==> src/rtl/mem_bus_pkg.sv <==
// Purpose: shared types and constants for the nibble-serial external memory bus.
// Latency: n/a (declarations only).
// Backpressure: n/a.
package mem_bus_pkg;

    // Bus transaction sequencer states.
    typedef enum logic [2:0] {
        ST_IDLE,
        ST_CMD,
        ST_ADDR,
        ST_DUMMY,
        ST_RDATA,
        ST_WDATA,
        ST_DONE
    } state_t;

    // Which requester owns (or last owned) the bus.
    typedef enum logic {
        ICACHE = 1'b0,
        DATA   = 1'b1
    } owner_t;

    localparam logic [3:0] CMD_READ  = 4'h1;
    localparam logic [3:0] CMD_WRITE = 4'h2;

    // Number of address nibbles needed to carry a pa-bit physical address.
    function automatic int anib(input int pa);
        return (pa + 3) / 4;
    endfunction

endpackage

==> src/rtl/mem_nibble_arb.sv <==
// Purpose: arbitrates the 4-bit external memory bus between icache line fills and data loads/stores.
// Latency: grant to DONE is 1+ANIB+DUMMY+N cycles for reads, 1+ANIB+N for writes; fill nibbles reach the icache one cycle after sampling.
// Backpressure: requesters hold their request until completion; requests are sampled only in IDLE, one transaction at a time.
module mem_nibble_arb
    import mem_bus_pkg::*;
#(
    parameter int PA          = 22,
    parameter int RV          = 16,
    parameter int LINE_LENGTH = 4,
    parameter int DUMMY       = 2
) (
    input  logic                                clk,
    input  logic                                reset,
    input  logic                                i_pull,
    input  logic [PA-$clog2(LINE_LENGTH)-1:0]   i_tag,
    input  logic                                i_fault,
    output logic [3:0]                          i_dread,
    output logic                                i_wstrobe,
    input  logic                                d_req,
    input  logic                                d_write,
    input  logic                                d_size,
    input  logic [PA-1:0]                       d_addr,
    input  logic [RV-1:0]                       d_wdata,
    output logic                                d_ack,
    output logic [RV-1:0]                       d_rdata,
    output logic                                m_csn,
    output logic                                m_oe,
    output logic [3:0]                          m_dout,
    input  logic [3:0]                          m_din
);

    localparam int OFFW     = $clog2(LINE_LENGTH);
    localparam int ANIB     = anib(PA);
    localparam int AW       = ANIB * 4;
    localparam int FILL_NIB = LINE_LENGTH * 2;
    localparam int CNT_MAX1 = (ANIB > DUMMY) ? ANIB : DUMMY;
    localparam int CNT_MAX  = (CNT_MAX1 > FILL_NIB) ? CNT_MAX1 : FILL_NIB;
    localparam int CW       = $clog2(CNT_MAX + 1);

    state_t        state;
    owner_t        owner;
    owner_t        last_grant;
    logic [CW-1:0] cnt;
    logic [AW-1:0] addr_q;     // shifted left, MS nibble leaves first
    logic          wr_q;
    logic          size_q;
    logic [15:0]   wsh_q;      // shifted right, LS nibble leaves first
    logic [11:0]   rsh_q;      // previously sampled read nibbles, newest on top

    logic          elig_i;
    logic          grant_data;
    logic [CW-1:0] data_nibs;
    logic [CW-1:0] rd_nibs;
    logic [15:0]   rd_half;
    logic [15:0]   rd_byte;

    // A faulting pull is invisible to arbitration; on contention the side
    // that did not win last time gets the bus.
    assign elig_i     = i_pull & ~i_fault;
    assign grant_data = d_req & (~elig_i | (last_grant == ICACHE));

    assign data_nibs  = size_q ? CW'(4) : CW'(2);
    assign rd_nibs    = (owner == ICACHE) ? CW'(FILL_NIB) : data_nibs;

    // Final load value assembled from the nibble arriving this cycle.
    assign rd_half    = {m_din, rsh_q};
    assign rd_byte    = {8'h00, m_din, rsh_q[11:8]};

    // Transaction sequencer: arbitration, serialisers and all bus/icache/data outputs.
    always_ff @(posedge clk) begin
        if (reset) begin
            state      <= ST_IDLE;
            owner      <= ICACHE;
            last_grant <= ICACHE;
            cnt        <= '0;
            addr_q     <= '0;
            wr_q       <= 1'b0;
            size_q     <= 1'b0;
            wsh_q      <= '0;
            rsh_q      <= '0;
            m_csn      <= 1'b1;
            m_oe       <= 1'b0;
            m_dout     <= 4'h0;
            i_dread    <= 4'h0;
            i_wstrobe  <= 1'b0;
            d_ack      <= 1'b0;
            d_rdata    <= '0;
        end else begin
            i_wstrobe <= 1'b0;
            d_ack     <= 1'b0;
            case (state)
                ST_IDLE: begin
                    if (elig_i || d_req) begin
                        state  <= ST_CMD;
                        m_csn  <= 1'b0;
                        m_oe   <= 1'b1;
                        if (grant_data) begin
                            owner      <= DATA;
                            last_grant <= DATA;
                            addr_q     <= AW'(d_addr);
                            wr_q       <= d_write;
                            size_q     <= d_size;
                            wsh_q      <= d_wdata[15:0];
                            m_dout     <= d_write ? CMD_WRITE : CMD_READ;
                        end else begin
                            owner      <= ICACHE;
                            last_grant <= ICACHE;
                            addr_q     <= AW'({i_tag, {OFFW{1'b0}}});
                            wr_q       <= 1'b0;
                            size_q     <= 1'b0;
                            m_dout     <= CMD_READ;
                        end
                    end
                end

                ST_CMD: begin
                    state  <= ST_ADDR;
                    cnt    <= CW'(ANIB - 1);
                    m_dout <= addr_q[AW-1 -: 4];
                    addr_q <= addr_q << 4;
                end

                ST_ADDR: begin
                    if (cnt == '0) begin
                        if (wr_q) begin
                            // Writes go straight to data; the bus stays driven.
                            state  <= ST_WDATA;
                            cnt    <= data_nibs - CW'(1);
                            m_dout <= wsh_q[3:0];
                            wsh_q  <= {4'h0, wsh_q[15:4]};
                        end else begin
                            state <= ST_DUMMY;
                            cnt   <= CW'(DUMMY - 1);
                            m_oe  <= 1'b0;
                        end
                    end else begin
                        cnt    <= cnt - CW'(1);
                        m_dout <= addr_q[AW-1 -: 4];
                        addr_q <= addr_q << 4;
                    end
                end

                ST_DUMMY: begin
                    if (cnt == '0) begin
                        state <= ST_RDATA;
                        cnt   <= rd_nibs - CW'(1);
                    end else begin
                        cnt <= cnt - CW'(1);
                    end
                end

                ST_RDATA: begin
                    rsh_q <= {m_din, rsh_q[11:4]};
                    // Fill nibbles are forwarded every cycle so the icache
                    // sees an unbroken strobe run.
                    if (owner == ICACHE) begin
                        i_dread   <= m_din;
                        i_wstrobe <= 1'b1;
                    end
                    if (cnt == '0) begin
                        state <= ST_DONE;
                        m_csn <= 1'b1;
                        if (owner == DATA) begin
                            d_ack   <= 1'b1;
                            d_rdata <= RV'(size_q ? rd_half : rd_byte);
                        end
                    end else begin
                        cnt <= cnt - CW'(1);
                    end
                end

                ST_WDATA: begin
                    if (cnt == '0) begin
                        state <= ST_DONE;
                        m_csn <= 1'b1;
                        m_oe  <= 1'b0;
                        d_ack <= 1'b1;
                    end else begin
                        cnt    <= cnt - CW'(1);
                        m_dout <= wsh_q[3:0];
                        wsh_q  <= {4'h0, wsh_q[15:4]};
                    end
                end

                ST_DONE: begin
                    state <= ST_IDLE;
                end

                default: begin
                    state <= ST_IDLE;
                    m_csn <= 1'b1;
                    m_oe  <= 1'b0;
                end
            endcase
        end
    end

endmodule

==> config.mk <==
export PLATFORM = sky130hd
export DESIGN_NAME = mem_nibble_arb
export DESIGN_NICKNAME = d
export VERILOG_FILES = /design/src/rtl/mem_bus_pkg.sv /design/src/rtl/mem_nibble_arb.sv
export SDC_FILE = /design/constraint.sdc
export NUM_CORES = 1
export LEC_CHECK = 0
export CAP_MARGIN = 20
export CELL_PAD_IN_SITES_DETAIL_PLACEMENT = 1
export CELL_PAD_IN_SITES_GLOBAL_PLACEMENT = 1
export CORE_ASPECT_RATIO = 0.8
export CORE_MARGIN = 2
export CORE_UTILIZATION = 41
export DETAILED_ROUTE_END_ITERATION = 12
export PLACE_DENSITY_LB_ADDON = 0.1
export SETUP_SLACK_MARGIN = 0.05
export SYNTH_ARGS = -nofsm -noshare
export SYNTH_HDL_FRONTEND = slang
export SYNTH_SLANG_ARGS = --single-unit
==> constraint.sdc <==
create_clock -name clk -period 4.6 [get_ports clk]
set_input_delay 0.46 -clock clk [delete_from_list [all_inputs] [get_ports clk]]
set_output_delay 0.46 -clock clk [all_outputs]
set_load 0.005 [all_outputs]
==> results.txt, run 1 <==
----------------------------------------------------
[Status]
  Status ... finished clean

[STA]
  Worst clock skew on the final layout ... between 0.005 and 0.006 ns
  Final hold violation count ... 0
  Final number of setup-violating endpoints ... 0
  Max Transition Viols Final ... 0
  Min setup slack post-route ... about 1.7 ns
  Max-Slew Margin vs Limit ... 39.88%
  Slew of the pin with the lowest slew margin ... ~0.9 ns
  Upper clock frequency limit ... about 350 MHz
  Period Utilization, post-route ... between 60% and 70%
  Unrepaired setup endpoints after global routing ... false
  Total negative slack ... 0 ns
  Final Critical Period ... 2.878 ns

[Setup path]
  Critical Path Fanout Max ... 25
  Internal reg-to-reg setup slack ... ~1.7 ns
  Critical Path Source Type ... flip-flop
  Worst Setup End Kind ... flip-flop
  Critical path arrival ... approximately 3.1 ns
  Crit path kind ... reg2reg
  Required time at the worst-slack endpoint ... 4.85 ns

[Floorplanning]
  Effective utilization at floorplan ... about two fifths
  Core area ... between 0.01 and 0.015 mm2
  Die width ... 121.2 um
  Boundary pin count ... between 90 and 100
  FP Rows ... 34
  Die area ... roughly 0.012 mm2
  Floorplan die height ... about 98 um

[Drt]
  DRC violation total after the first TritonRoute iteration ... between 200 and 300
  Total number of vias ... 4266
  Routed wirelength normalized by instance count ... around 18 um
  Total wirelength of the detailed-routed design ... around 13000 um
  Routed vias/inst ... roughly 5.7
  Antenna Violating Nets Remaining ... 0
  DRC violations left ... 0
  Detailed-routing iteration count for the pre-antenna-repair pass ... 4

[Clock tree]
  Number of clock sinks ... 90
  Number of levels in the clock H-tree ... 3
  Worst-skew pair later-pin latency ... 0.34 ns
  CTS clock-pin slew for the worst setup and hold paths ... 0.06 ns
  Count of instances resized after the clock tree is built ... 0
  CTS tree ... yes
  CTS root buffer ... sky130_fd_sc_hd__clkbuf_16
  Worst-case clock buffer depth ... 2
  Total CTS buffers ... 9
  Post-CTS setup repair buffer count ... 0
  # hold bufs at CTS ... 0

[Place]
  DP Cell Count ... between 700 and 800
  Detail Placement HPWL ... roughly 9500 um
  I/O Buffers ... between 90 and 100
  Dpl ws ... 1.665 ns
  Last weighted congestion value of the routability-driven placer ... 0.8498

[Synthesis]
  Async S/R FF share, synth ... 0%
  Count of state elements after synthesis ... 90
  Count of different cell masters after synthesis ... 66
  Top post-synthesis cells by area ... sky130_fd_sc_hd__dfxtp_1 (40%), sky130_fd_sc_hd__a211oi_1 (6.7%), sky130_fd_sc_hd__mux2i_1 (5.1%)
  Share of the synthesized area in the top cell type ... 39.99%
  Dominant cell by count in the synthesized netlist ... sky130_fd_sc_hd__dfxtp_1
  Total number of yosys warnings ... 0
  Average cell area after synthesis ... 8.533 um2
  Total nets after synthesis ... 600
  Gate Count Post-Synth ... 528
  Mapped Area ... 0.004506 mm2
  Sequential share of the synthesized area ... about two fifths
  Dominant synthesized flop cell ... sky130_fd_sc_hd__dfxtp_1
  Synth area leader ... sky130_fd_sc_hd__dfxtp_1
  Most frequent cells after synthesis ... sky130_fd_sc_hd__dfxtp_1 (90), sky130_fd_sc_hd__nand2_1 (46), sky130_fd_sc_hd__a21oi_1 (42), sky130_fd_sc_hd__a211oi_1 (40), sky130_fd_sc_hd__nor2_1 (38)
  EDFF count, synth ... 0

[Power and ir drop]
  Leakage ... about 0.0021 uW
  Power Total ... roughly 2800 uW
  Worst IR Drop VDD ... 0.0002009 V
  Power per Cell Area ... between 400 and 500 mW/mm2

[GRT]
  Via count of the first global-routing pass ... 4362
  Largest net degree at the start of global routing ... 69
  First-pass GRT wire length ... between 20000 and 25000 um
  Global-route usage over all layers ... a little under a quarter
  Overflow after GRT ... 0
  Antenna violations before repair ... 0

[Job]
  # Max-Cap Violations ... 0

[Finish]
  Layout Nets ... approximately 670
  Diode insertion count for antenna repair ... 0
  Post-route non-filler standard cell count ... ~740
  Fraction of layout instances using a drive strength above 1 ... 5.843%
  Syn-to-layout area delta ... 27.46%

[Hold path]
  Classification of the worst-slack hold path ... reg2reg

----------------------------------------------------
[cell type report]
type                    count  area [um2]
flip-flops and latches     90        1802
clock buffers              12       256.5
fillers                  1281        5062
inverters                  24       90.09
well taps                 144       180.2
multi-input cells         371        2389
clock inverters             3       47.55
repair buffers             99       978.4
[stage by stage]
| stage | area (um2) | hold slack (ns) | utilization [%] |
|---|---|---|---|
| detailed placement | 5439 | 0.4467 | 50.34 |
| global placement | 5439 | 0.4381 | 50.34 |
| global route | 5743 | 0.4774 | 53.15 |
| CTS | 5743 | 0.4610 | 53.15 |
| floorplan | 4506 | 0.4320 | - |
| finish | 5743 | 0.4567 | 53.15 |
[cell families (layout without fill, tap and decap cells)]
kind of cell	after synthesis	after routing	synth area share, %
AND/OR/NAND/NOR	178	178	20.80
multiplexers	25	25	5.859
flip-flops	90	90	39.99
buffers and inverters	67	138	6.998
adder cells (fa/ha/maj)	3	3	0.8332
XOR/XNOR	2	2	0.3889
AO/OA/AOI/OAI	163	163	25.13
[worst max-delay path, cell delays in order (launching register included)]
cell and delay, ns:
sky130_fd_sc_hd__dfxtp_1 0.86, sky130_fd_sc_hd__nor3b_2 0.78, sky130_fd_sc_hd__and3_1 0.79, sky130_fd_sc_hd__nor2_1 0.09, sky130_fd_sc_hd__a211oi_1 0.25
[cells in the final DEF (no fill, tap or decap), types with 3 or more instances in the layout]
master	netlist	layout
sky130_fd_sc_hd__o21ai_0	23	23
sky130_fd_sc_hd__nor2_1	38	38
sky130_fd_sc_hd__a21oi_1	42	42
sky130_fd_sc_hd__dfxtp_1	90	90
sky130_fd_sc_hd__clkbuf_16	0	9
sky130_fd_sc_hd__and3_1	21	21
sky130_fd_sc_hd__a311oi_1	3	3
sky130_fd_sc_hd__and4_1	3	3
sky130_fd_sc_hd__o32ai_1	19	19
sky130_fd_sc_hd__buf_4	2	3
sky130_fd_sc_hd__inv_1	24	24
sky130_fd_sc_hd__a211oi_1	40	40
sky130_fd_sc_hd__mux2i_1	23	23
sky130_fd_sc_hd__nor2b_1	5	5
sky130_fd_sc_hd__nand3_1	19	19
sky130_fd_sc_hd__ha_1	3	3
sky130_fd_sc_hd__nand2_1	46	46
sky130_fd_sc_hd__a41o_1	3	3
sky130_fd_sc_hd__nor3_1	17	17
sky130_fd_sc_hd__a31oi_1	8	8
sky130_fd_sc_hd__nand2b_1	6	6
sky130_fd_sc_hd__a21o_1	3	3
sky130_fd_sc_hd__clkdlybuf4s50_1	0	95
[report_power, final]
part	internal, uW	leakage (uW)	total (uW)	switching, uW
registers	925	0.000736	1080	157
logic	417	0.00120	953	536
clock network	451	0.000149	760	309
total	1790	0.00209	2790	1000
[metal layers]
layer  share of wire, %  up-vias  GRT usage (%)
met4               0.89        0          4.951
met5                  0        -              0
met1                 50     2106          34.68
met2                 45       72          34.87
li1                   -     2079              -
met3                3.3        9          4.322
[sequential cells by signal, summed over array words and instances, names as in the netlist, 3 cells and up]
register and count:
rsh_q 12, i_dread 4, wsh_q 16, state 3, m_dout 4, d_rdata 16
cnt 4, addr_q 24
[final timing paths]
check,from,endpoint,cells after the start
worst max-delay path,state[2]$_SDFFE_PP0P_,d_rdata[5]$_SDFFE_PP0P_,4
worst min-delay path,d_rdata[14]$_SDFFE_PP0P_,d_rdata[14]$_SDFFE_PP0P_,2
worst max register to register,state[2]$_SDFFE_PP0P_,d_rdata[5]$_SDFFE_PP0P_,4
worst min register to register,d_rdata[14]$_SDFFE_PP0P_,d_rdata[14]$_SDFFE_PP0P_,2
(Power assumes the default switching activity.)
==> run 2, diff against run 1 <==
CORE_UTILIZATION = 38   (was 41)
clock period = 2.9 ns   (was 4.6 ns; I/O delays follow)
==> run 2 against run 1 <==
Effect of this change:
- flip-flop and latch count did not move
- clock power rose by 59%
- highest routed layer unchanged
- maximum frequency rose by 25%
- critical path type unchanged
- global-route usage fell by 1.3 points
- die area rose by 7.6%
- utilization fell by 2.8 points
- sequential power rose by 55%
- non-clock buffer count rose by 10
- worst setup slack got worse by 1.1 ns
- hold slack got worse by 0.011 ns
- final cell count rose by 2.0%
==> results.txt, run 2 (synthesized netlist as in run 1, its figures left out) <==
----------------------------------------------------
[Status]
  Status ... finished clean

[Clock tree]
  CTS tree ... yes
  # hold bufs at CTS ... 0
  Worst-case clock buffer depth ... 2
  CTS root buffer ... sky130_fd_sc_hd__clkbuf_16
  Worst-skew pair later-pin latency ... between 0.3 and 0.4 ns
  Number of levels in the clock H-tree ... 3
  Post-CTS setup repair buffer count ... 0
  Total CTS buffers ... 9
  CTS clock-pin slew for the worst setup and hold paths ... roughly 0.07 ns
  Number of clock sinks ... 90
  Count of instances resized after the clock tree is built ... 0

[Drt]
  Routed vias/inst ... between 5 and 6
  DRC violation total after the first TritonRoute iteration ... 285
  DRC violations left ... 0
  Total number of vias ... 4301
  Detailed-routing iteration count for the pre-antenna-repair pass ... 5
  Routed wirelength normalized by instance count ... between 15 and 20 um
  Antenna Violating Nets Remaining ... 0
  Total wirelength of the detailed-routed design ... approximately 14000 um

[Setup path]
  Required time at the worst-slack endpoint ... 3.14 ns
  Crit Reg-Reg Endpoint ... addr_q[20]$_SDFFE_PP0P_
  Crit path largest cell delay ... 0.43 ns
  Crit path kind ... reg2reg
  Cell-by-cell listing of the critical path ... inv_1, ha_1, nor3b_4, o21ai_0, nand3_2, o32ai_1
  Critical Path Fanout Max ... 18
  Slowest cell on crit path ... sky130_fd_sc_hd__nand3_2
  Worst r2r src ... cnt[0]$_SDFFE_PP0P_
  Internal reg-to-reg setup slack ... 0.60 ns
  Length in cells of the worst reg-to-reg path ... 6
  Critical path arrival ... around 2.5 ns
  Worst Setup End Kind ... flip-flop
  Critical Path Source ... cnt[0]$_SDFFE_PP0P_
  Critical Path Source Type ... flip-flop
  Capture point of the worst path ... addr_q[20]$_SDFFE_PP0P_

[STA]
  Final number of setup-violating endpoints ... 0
  Upper clock frequency limit ... about 430 MHz
  Min setup slack post-route ... roughly 0.60 ns
  Worst clock skew on the final layout ... 0.009049 ns
  Total negative slack ... 0 ns
  Final hold violation count ... 0
  Max-Slew Margin vs Limit ... 51.91%
  Max Transition Viols Final ... 0
  Final Critical Period ... between 2 and 2.5 ns
  Worst hold slack after final layout ... 0.4455 ns
  Slew of the pin with the lowest slew margin ... around 0.7 ns
  Period Utilization, post-route ... between 70% and 80%
  Unrepaired setup endpoints after global routing ... false

[Power and ir drop]
  Leakage ... about 0.0021 uW
  Power per Cell Area ... about 770 mW/mm2
  Worst IR Drop VDD ... 0.0003199 V

[Floorplanning]
  Boundary pin count ... between 90 and 100
  Core area ... approximately 0.012 mm2
  Floorplan die height ... between 100 and 150 um
  Die width ... between 100 and 150 um
  Effective utilization at floorplan ... roughly two fifths
  Die area ... roughly 0.013 mm2
  FP Rows ... 35

[Place]
  Dpl ws ... between 0.4 and 0.5 ns
  DP Cell Count ... 742
  Detail Placement HPWL ... ~10000 um
  Last weighted congestion value of the routability-driven placer ... 0.8357
  I/O Buffers ... 96

[Finish]
  Syn-to-layout area delta ... 29.27%
  Biggest register ... addr_q
  Most common cell after layout, fill and taps aside ... sky130_fd_sc_hd__clkdlybuf4s50_1
  Flip-flop count of the largest register after layout ... 24
  Diode insertion count for antenna repair ... 0
  Post-route non-filler standard cell count ... approximately 760
  Top Registers ... addr_q (24), d_rdata (16), wsh_q (16)
  Layout Nets ... between 600 and 700
  Most frequent cells in the layout ... sky130_fd_sc_hd__clkdlybuf4s50_1 (95), sky130_fd_sc_hd__dfxtp_1 (90), sky130_fd_sc_hd__nand2_1 (46), sky130_fd_sc_hd__a21oi_1 (42), sky130_fd_sc_hd__a211oi_1 (40)
  Fraction of layout instances using a drive strength above 1 ... approximately 7.5%

[GRT]
  Antenna violations before repair ... 0
  Via count of the first global-routing pass ... 4267
  Global-route usage over all layers ... a little over a fifth
  Largest net degree at the start of global routing ... between 60 and 70
  Routing usage on met1 ... around a third
  First-pass GRT wire length ... between 20000 and 25000 um
  Global routing usage on met2 ... about a third
  Met3 track demand over resource in global routing ... between 4 and 5%
  GRT Max-Usage Layer ... met1
  Overflow after GRT ... 0

[Hold path]
  Classification of the worst-slack hold path ... in2reg

[Job]
  # Max-Cap Violations ... 0

----------------------------------------------------
[run 2: stage by stage]
step	util, %	instance area (um2)	total power (uW)
after floorplan	-	4506	2788
after CTS	50.38	5824	4521
after detailed placement	47.74	5519	3304
after global placement	47.74	5519	3240
after global routing	50.38	5824	4763
final	50.38	5824	4505
[run 2: cell type report]
type / count / area (um2)
repair buffers: 109 / 1054
inverters: 24 / 90.09
multi-input cells: 371 / 2389
clock buffers: 11 / 242.7
well taps: 148 / 185.2
clock inverters: 5 / 62.56
fillers: 1347 / 5737
flip-flops and latches: 90 / 1802
[run 2: routing by layer]
layer	up-vias	wire length, um
li1	2091	-
met1	2098	7155
met2	97	6050
met3	15	528
met4	0	212
met5	-	0
[run 2: worst min path at each step]
| stage | cells past startpoint | slack, ns | endpoint | start |
|---|---|---|---|---|
| floorplan | 2 | 0.43 | rsh_q[10]$_SDFFE_PP0P_ | m_din[2] |
| global route | 3 | 0.48 | m_csn$_SDFFE_PP1P_ | reset |
| detailed placement | 2 | 0.45 | d_rdata[14]$_SDFFE_PP0P_ | d_rdata[14]$_SDFFE_PP0P_ |
| global placement | 2 | 0.44 | d_rdata[10]$_SDFFE_PP0P_ | d_rdata[10]$_SDFFE_PP0P_ |
| CTS | 3 | 0.43 | m_csn$_SDFFE_PP1P_ | reset |
| finish | 3 | 0.45 | m_csn$_SDFFE_PP1P_ | reset |
[run 2: power breakdown]
part	switching [uW]	total [uW]	internal, uW
clock	512	1210	697
sequential	206	1670	1470
combinational	927	1620	697
total	1640	4510	2860
[run 2: worst max-delay path, delay by kind of cell (launching register included)]
family	cells	cell delay, ns
compound gates	2	0.84
fa+ha+maj	1	0.25
buf+inv	1	0.10
flops	1	0.38
simple gates	2	0.63
==> RTL edit 1, RTL diff (flow settings as in run 2) <==
Reset style: asynchronous (`reset`), changed in one clocked block.
--- a/src/rtl/mem_nibble_arb.sv
+++ b/src/rtl/mem_nibble_arb.sv
@@ -68,5 +68,5 @@
 
     // Transaction sequencer: arbitration, serialisers and all bus/icache/data outputs.
-    always_ff @(posedge clk) begin
+    always_ff @(posedge clk or posedge reset) begin
         if (reset) begin
             state      <= ST_IDLE;
Behaviour: differs if reset is asserted again (counterexample within 4 cycles, from zero or initial values and one cycle with reset high); with reset held inactive, the same outputs for 10 cycles.
==> RTL edit 1 against run 2 <==
Largest power group is now combinational logic. Utilization is 0.17 points higher. Setup slack got worse by 0.15 ns. Highest routed layer unchanged. Wire length fell by 9.6%. Synthesized area is 5.2% higher. Design area rose by 5.5%. Count of clock-buffer cells in the layout is 2 lower. Sequential cell count unchanged. Power is 41% higher.
==> RTL edit 1: results (changes against run 2) <==
Global routing
The wire length of the first global-routing pass came to 20820 um (was 22340 um). The number of global-route vias before repair came to 3991 (was 4267). The global-route usage over all layers was 0.1951 (was 0.2193). The largest net degree at the start of global routing is 39 (was 68).

Worst setup path
The maximum cell stage delay along the critical path is 0.88 ns (was 0.43 ns). The data arrival time at the worst-slack endpoint is 2.68 ns (was 2.54 ns). The worst reg2reg path depth is 5 (was 6). The highest net fanout along the worst path is 22 (was 18). The standard cell with the maximum stage delay on the critical path is dfrtp_1 (was nand3_2). The end of the worst register-to-register path was wsh_q[6]$_DFFE_PP0P_ (was addr_q[20]$_SDFFE_PP0P_). The cell type group with the largest total delay on the critical path is flip-flops (was compound AO/OA/AOI/OAI gates).

The reg-to-reg setup timing slack is 0.45 ns (was 0.60 ns). The worst flop-to-flop path startpoint is state[0]$_DFFE_PP0P_ (was cnt[0]$_SDFFE_PP0P_).

Final layout
The number of nets in the layout is 608 (was 677). The total inserted antenna cells came to 0 (unchanged). The proportion of layout cells with a drive suffix above 1 is 0.1922 (was 0.07541). The number of standard cells in the layout, taps in and fillers out is 693 (was 758).

Synth
The fraction of synthesis flops using an asynchronous set or reset pin was 1.000 (was 0). The synthesized-area fraction occupied by ao, oa, aoi and oai cells is 0.1472 (was 0.2513). The multiplexer share of the synthesized area is 0.1923 (was 0.05859). The number of different library cells in the post-synthesis netlist is 54 (was 66). The post-synthesis area per instance is 10.56 sq um (was 8.533 sq um). Top area cells in the synthesized netlist: dfrtp_1 (47%), mux2_2 (13%), mux2i_1 (5.1%) (was dfxtp_1 (40%), a211oi_1 (6.7%), mux2i_1 (5.1%)). The post-synthesis net count is 521 (was 600). The sequential fraction of the synthesis area is 0.4752 (was 0.3999).

The synthesized-area fraction occupied by adder cells is 0.007916 (was 0.008331). The post-synthesis share of cell area spent on xor and xnor gates is 0.008971 (was 0.003888). Commonest cells in the synthesized netlist: dfrtp_1 (89), mux2_2 (53), o21ai_0 (42), nand2_1 (34), mux2i_1 (24) (was dfxtp_1 (90), nand2_1 (46), a21oi_1 (42), a211oi_1 (40), nor2_1 (38)).

Timing
The clock tree skew after final layout is 0.007925 ns (was 0.009049 ns). The remaining max-slew budget at the tightest pin was 0.4416 (was 0.5191). The final-layout worst hold slack is 0.3646 ns (was 0.4455 ns).

Placement
The post-place instance area is 0.005862 sq mm (was 0.005519 sq mm). The weighted congestion reported at the end of routability-driven placement is 0.8096 (was 0.8357). The placed instance count is 677 (was 742). The final HPWL from detailed placement came to 9206 um (was 10150 um).

Route
The starting DRC count in detailed routing is 146 (was 285). The sum of routed wire length over all layers came to 12600 um (was 13950 um). The vias per cell was 5.423 (was 5.674).

The detailed-router iteration count before antenna repair is 4 (was 5).

Pwr
The standby leakage power is 2.596 nW (was 2.133 nW). The worst voltage drop across the vdd grid is 0.4683 mV (was 0.3199 mV).

Run status
Status: completed (unchanged).

Die
The overall die area is 0.01339 sq mm (was 0.01275 sq mm).

Hold path
The class of the tightest hold or removal check is in2async (was in2reg).

Clock network
The number of buffers on the longest clock path came to 2 (unchanged).
RTL edit 1: cell count changes after synthesis, sizes merged, moves of 12 or more:
cell / run 2 / this run
a211oi: 40 / 0
a21oi: 42 / 13
a31oi: 9 / 22
and3: 21 / 1
dfrtp: 0 / 89
dfxtp: 90 / 0
mux2: 1 / 58
nand2: 46 / 34
nor2: 39 / 7
o21ai: 25 / 43
o32ai: 19 / 1
RTL edit 1: worst max path at each step:
stage	startpoint	endpoint	slack (ns)	cells after the start
finish	state[0]$_DFFE_PP0P_	wsh_q[6]$_DFFE_PP0P_	0.45	5
global route	state[0]$_DFFE_PP0P_	wsh_q[9]$_DFFE_PP0P_	0.30	5
CTS	state[0]$_DFFE_PP0P_	wsh_q[10]$_DFFE_PP0P_	0.45	5
detailed placement	i_pull	wsh_q[10]$_DFFE_PP0P_	0.45	6
global placement	state[0]$_DFFE_PP0P_	wsh_q[8]$_DFFE_PP0P_	0.53	5
floorplan	reset	addr_q[0]$_DFFE_PP0P_	0.28	1
RTL edit 1: final cells by class:
cell class,instances,area [sq um]
timing repair buffer,113,1101
fill,1330,6015
sequential,90,2253
tap,152,190.2
clock buffer,9,225.2
inverter,16,61.31
multi-input combinational,306,2256
clock inverter,7,60.06
RTL edit 1: per-layer routing:
metal / GRT usage / wire, um / vias to the layer above
li1: - / - / 1804
met1: 0.2800 / 6020 / 1870
met2: 0.3069 / 5990 / 72
met3: 0.03498 / 449 / 12
met4: 0.04658 / 143 / 0
met5: 0 / 0 / -
RTL edit 1: power by group:
part | switching (W) | internal [W] | leakage, nW | total [W]
Clock | 0.000530 | 0.000595 | 0.131 | 0.00112
Combinational | 0.00145 | 0.00161 | 1.36 | 0.00306
Sequential | 0.000428 | 0.00174 | 1.10 | 0.00217
==> RTL edit 2, RTL diff (config.mk and constraints of run 2) <==
Made on the original files. `LINE_LENGTH`: 4 -> 2.
--- a/src/rtl/mem_nibble_arb.sv
+++ b/src/rtl/mem_nibble_arb.sv
@@ -7,5 +7,5 @@
     parameter int PA          = 22,
     parameter int RV          = 16,
-    parameter int LINE_LENGTH = 4,
+    parameter int LINE_LENGTH = 2,
     parameter int DUMMY       = 2
 ) (
Interface: changed (resized i_tag); port bits go from 97 to 98. No check against the original RTL was run, so the function may have changed too.
==> RTL edit 2 against run 2 <==
Synthesized area decreased by 5.7%. Largest cell class unchanged. Wire length decreased by 17%. Non-clock buffer count unchanged. Power decreased by 6.4%. Sequential cell count decreased by 1. Design area decreased by 4.4%. Setup slack improved by 0.26 ns. Via count decreased by 11%.
==> RTL edit 2: results (changes against run 2) <==
Synth
The sequential fraction of the synthesis area is 0.4196 (was 0.3999). The synthesized-area fraction occupied by adder cells was 0.005893 (was 0.008331). The post-synthesis share of cell area spent on xor and xnor gates is 0.004125 (was 0.003888). The post-synthesis area per instance was 8.649 sq um (was 8.533 sq um). The post-synthesis net count came to 563 (was 600). Top area cells in the synthesized netlist: dfxtp_1 (42%), mux2i_1 (9.7%), a21oi_1 (7.0%) (was dfxtp_1 (40%), a211oi_1 (6.7%), mux2i_1 (5.1%)).

Commonest cells in the synthesized netlist: dfxtp_1 (89), a21oi_1 (59), nor2_1 (57), nand2_1 (56), mux2i_1 (41) (was dfxtp_1 (90), nand2_1 (46), a21oi_1 (42), a211oi_1 (40), nor2_1 (38)). The number of different library cells in the post-synthesis netlist is 56 (was 66). The synthesized-area fraction occupied by ao, oa, aoi and oai cells is 0.2295 (was 0.2513).

Route
The detailed-router iteration count before antenna repair is 4 (was 5). The via count of the routed design was 3829 (was 4301). The sum of routed wire length over all layers is 11600 um (was 13950 um). The starting DRC count in detailed routing was 208 (was 285).

Global routing
The number of antenna violations at the first check in global routing is 0 (unchanged). The wire length of the first global-routing pass is 19440 um (was 22340 um). The global-route usage over all layers came to 0.2019 (was 0.2193).

The largest net degree at the start of global routing is 39 (was 68). The met2 track demand over resource is 0.3404 (was 0.3189). The number of global-route vias before repair is 3973 (was 4267). The global routing usage on met1 came to 0.2580 (was 0.3281).

Final layout
The number of nets in the layout is 642 (was 677). The number of standard cells in the layout, taps in and fillers out came to 719 (was 758).

Placement
The final HPWL from detailed placement is 8298 um (was 10150 um). The worst slack after detailed placement was 0.7521 ns (was 0.4631 ns). The number of buffers inserted by port buffering is 97 (was 96). The weighted congestion reported at the end of routability-driven placement is 0.8120 (was 0.8357). The placed instance count was 703 (was 742).

Pwr
The standby leakage power is 2.083 nW (was 2.133 nW). The worst voltage drop across the vdd grid is 0.3482 mV (was 0.3199 mV).

Worst setup path
The highest net fanout along the worst path is 24 (was 18). The data arrival time at the worst-slack endpoint is 2.32 ns (was 2.54 ns). The standard cell with the maximum stage delay on the critical path is dfxtp_1 (was nand3_2).

Run status
Status: completed (unchanged).

Timing
The transition time of the tightest slew-check pin came to 0.9403 ns (was 0.7213 ns). The clock tree skew after final layout was 0.008552 ns (was 0.009049 ns).
-- RTL edit 2: changes by cell type in the layout (fill, tap and decap cells not counted), sizes merged, moves of 12 or more --
| cell | change |
|---|---|
| a211oi | -19 |
| o21ai | -12 |
| o32ai | -17 |
| and3 | -19 |
| nor2 | +20 |
| mux2i | +17 |
| inv | -21 |
| a21oi | +18 |
| a22o | +18 |
-- RTL edit 2: path summary, 6_finish.rpt --
| check | start | endpoint | slack (ns) | cells after the start |
|---|---|---|---|---|
| max | state[1]$_SDFFE_PP0P_ | d_rdata[10]$_SDFFE_PP0P_ | 0.86 | 6 |
| min | reset | wr_q$_SDFFE_PP0P_ | 0.33 | 2 |
| max reg2reg | state[1]$_SDFFE_PP0P_ | d_rdata[10]$_SDFFE_PP0P_ | 0.86 | 6 |
| min reg2reg | d_rdata[11]$_SDFFE_PP0P_ | d_rdata[11]$_SDFFE_PP0P_ | 0.45 | 2 |
-- RTL edit 2: kinds of logic after synthesis --
kind of cell / Yosys count
AND/OR/NAND/NOR: 171
AO/OA/AOI/OAI: 142
flip-flops: 89
adder cells (fa/ha/maj): 2
XOR/XNOR: 2
buffers and inverters: 43
multiplexers: 42
-- RTL edit 2: per-stage QoR --
step	cell area [sq um]	total power [W]	util
2_1_floorplan	4247	0.002650	-
3_3_place_gp	5263	0.003010	0.4832
3_5_place_dp	5263	0.003062	0.4832
4_1_cts	5565	0.004259	0.5110
5_1_grt	5565	0.004501	0.5110
6_report	5565	0.004216	0.5110
-- RTL edit 2: area by class of cell --
| class | instances | area, sq um |
|---|---|---|
| Sequential cell | 89 | 1782 |
| Tap cell | 144 | 180.2 |
| Clock buffer | 9 | 225.2 |
| Inverter | 2 | 7.507 |
| Fill cell | 1290 | 5325 |
| Timing Repair Buffer | 109 | 1056 |
| Clock inverter | 7 | 77.57 |
| Multi-Input combinational cell | 359 | 2237 |
-- RTL edit 2: layer usage --
metal | up-vias | routed length [um]
li1 | 1911 | -
met1 | 1834 | 5265
met2 | 70 | 5683
met3 | 14 | 509
met4 | 0 | 137
met5 | - | 0
-- RTL edit 2: report_power, final --
| group | switching, W | leakage, nW | total [W] | internal (W) |
|---|---|---|---|---|
| clock network | 0.000501 | 0.146 | 0.00118 | 0.000675 |
| registers | 0.000182 | 0.727 | 0.00162 | 0.00144 |
| logic | 0.000789 | 1.21 | 0.00142 | 0.000627 |
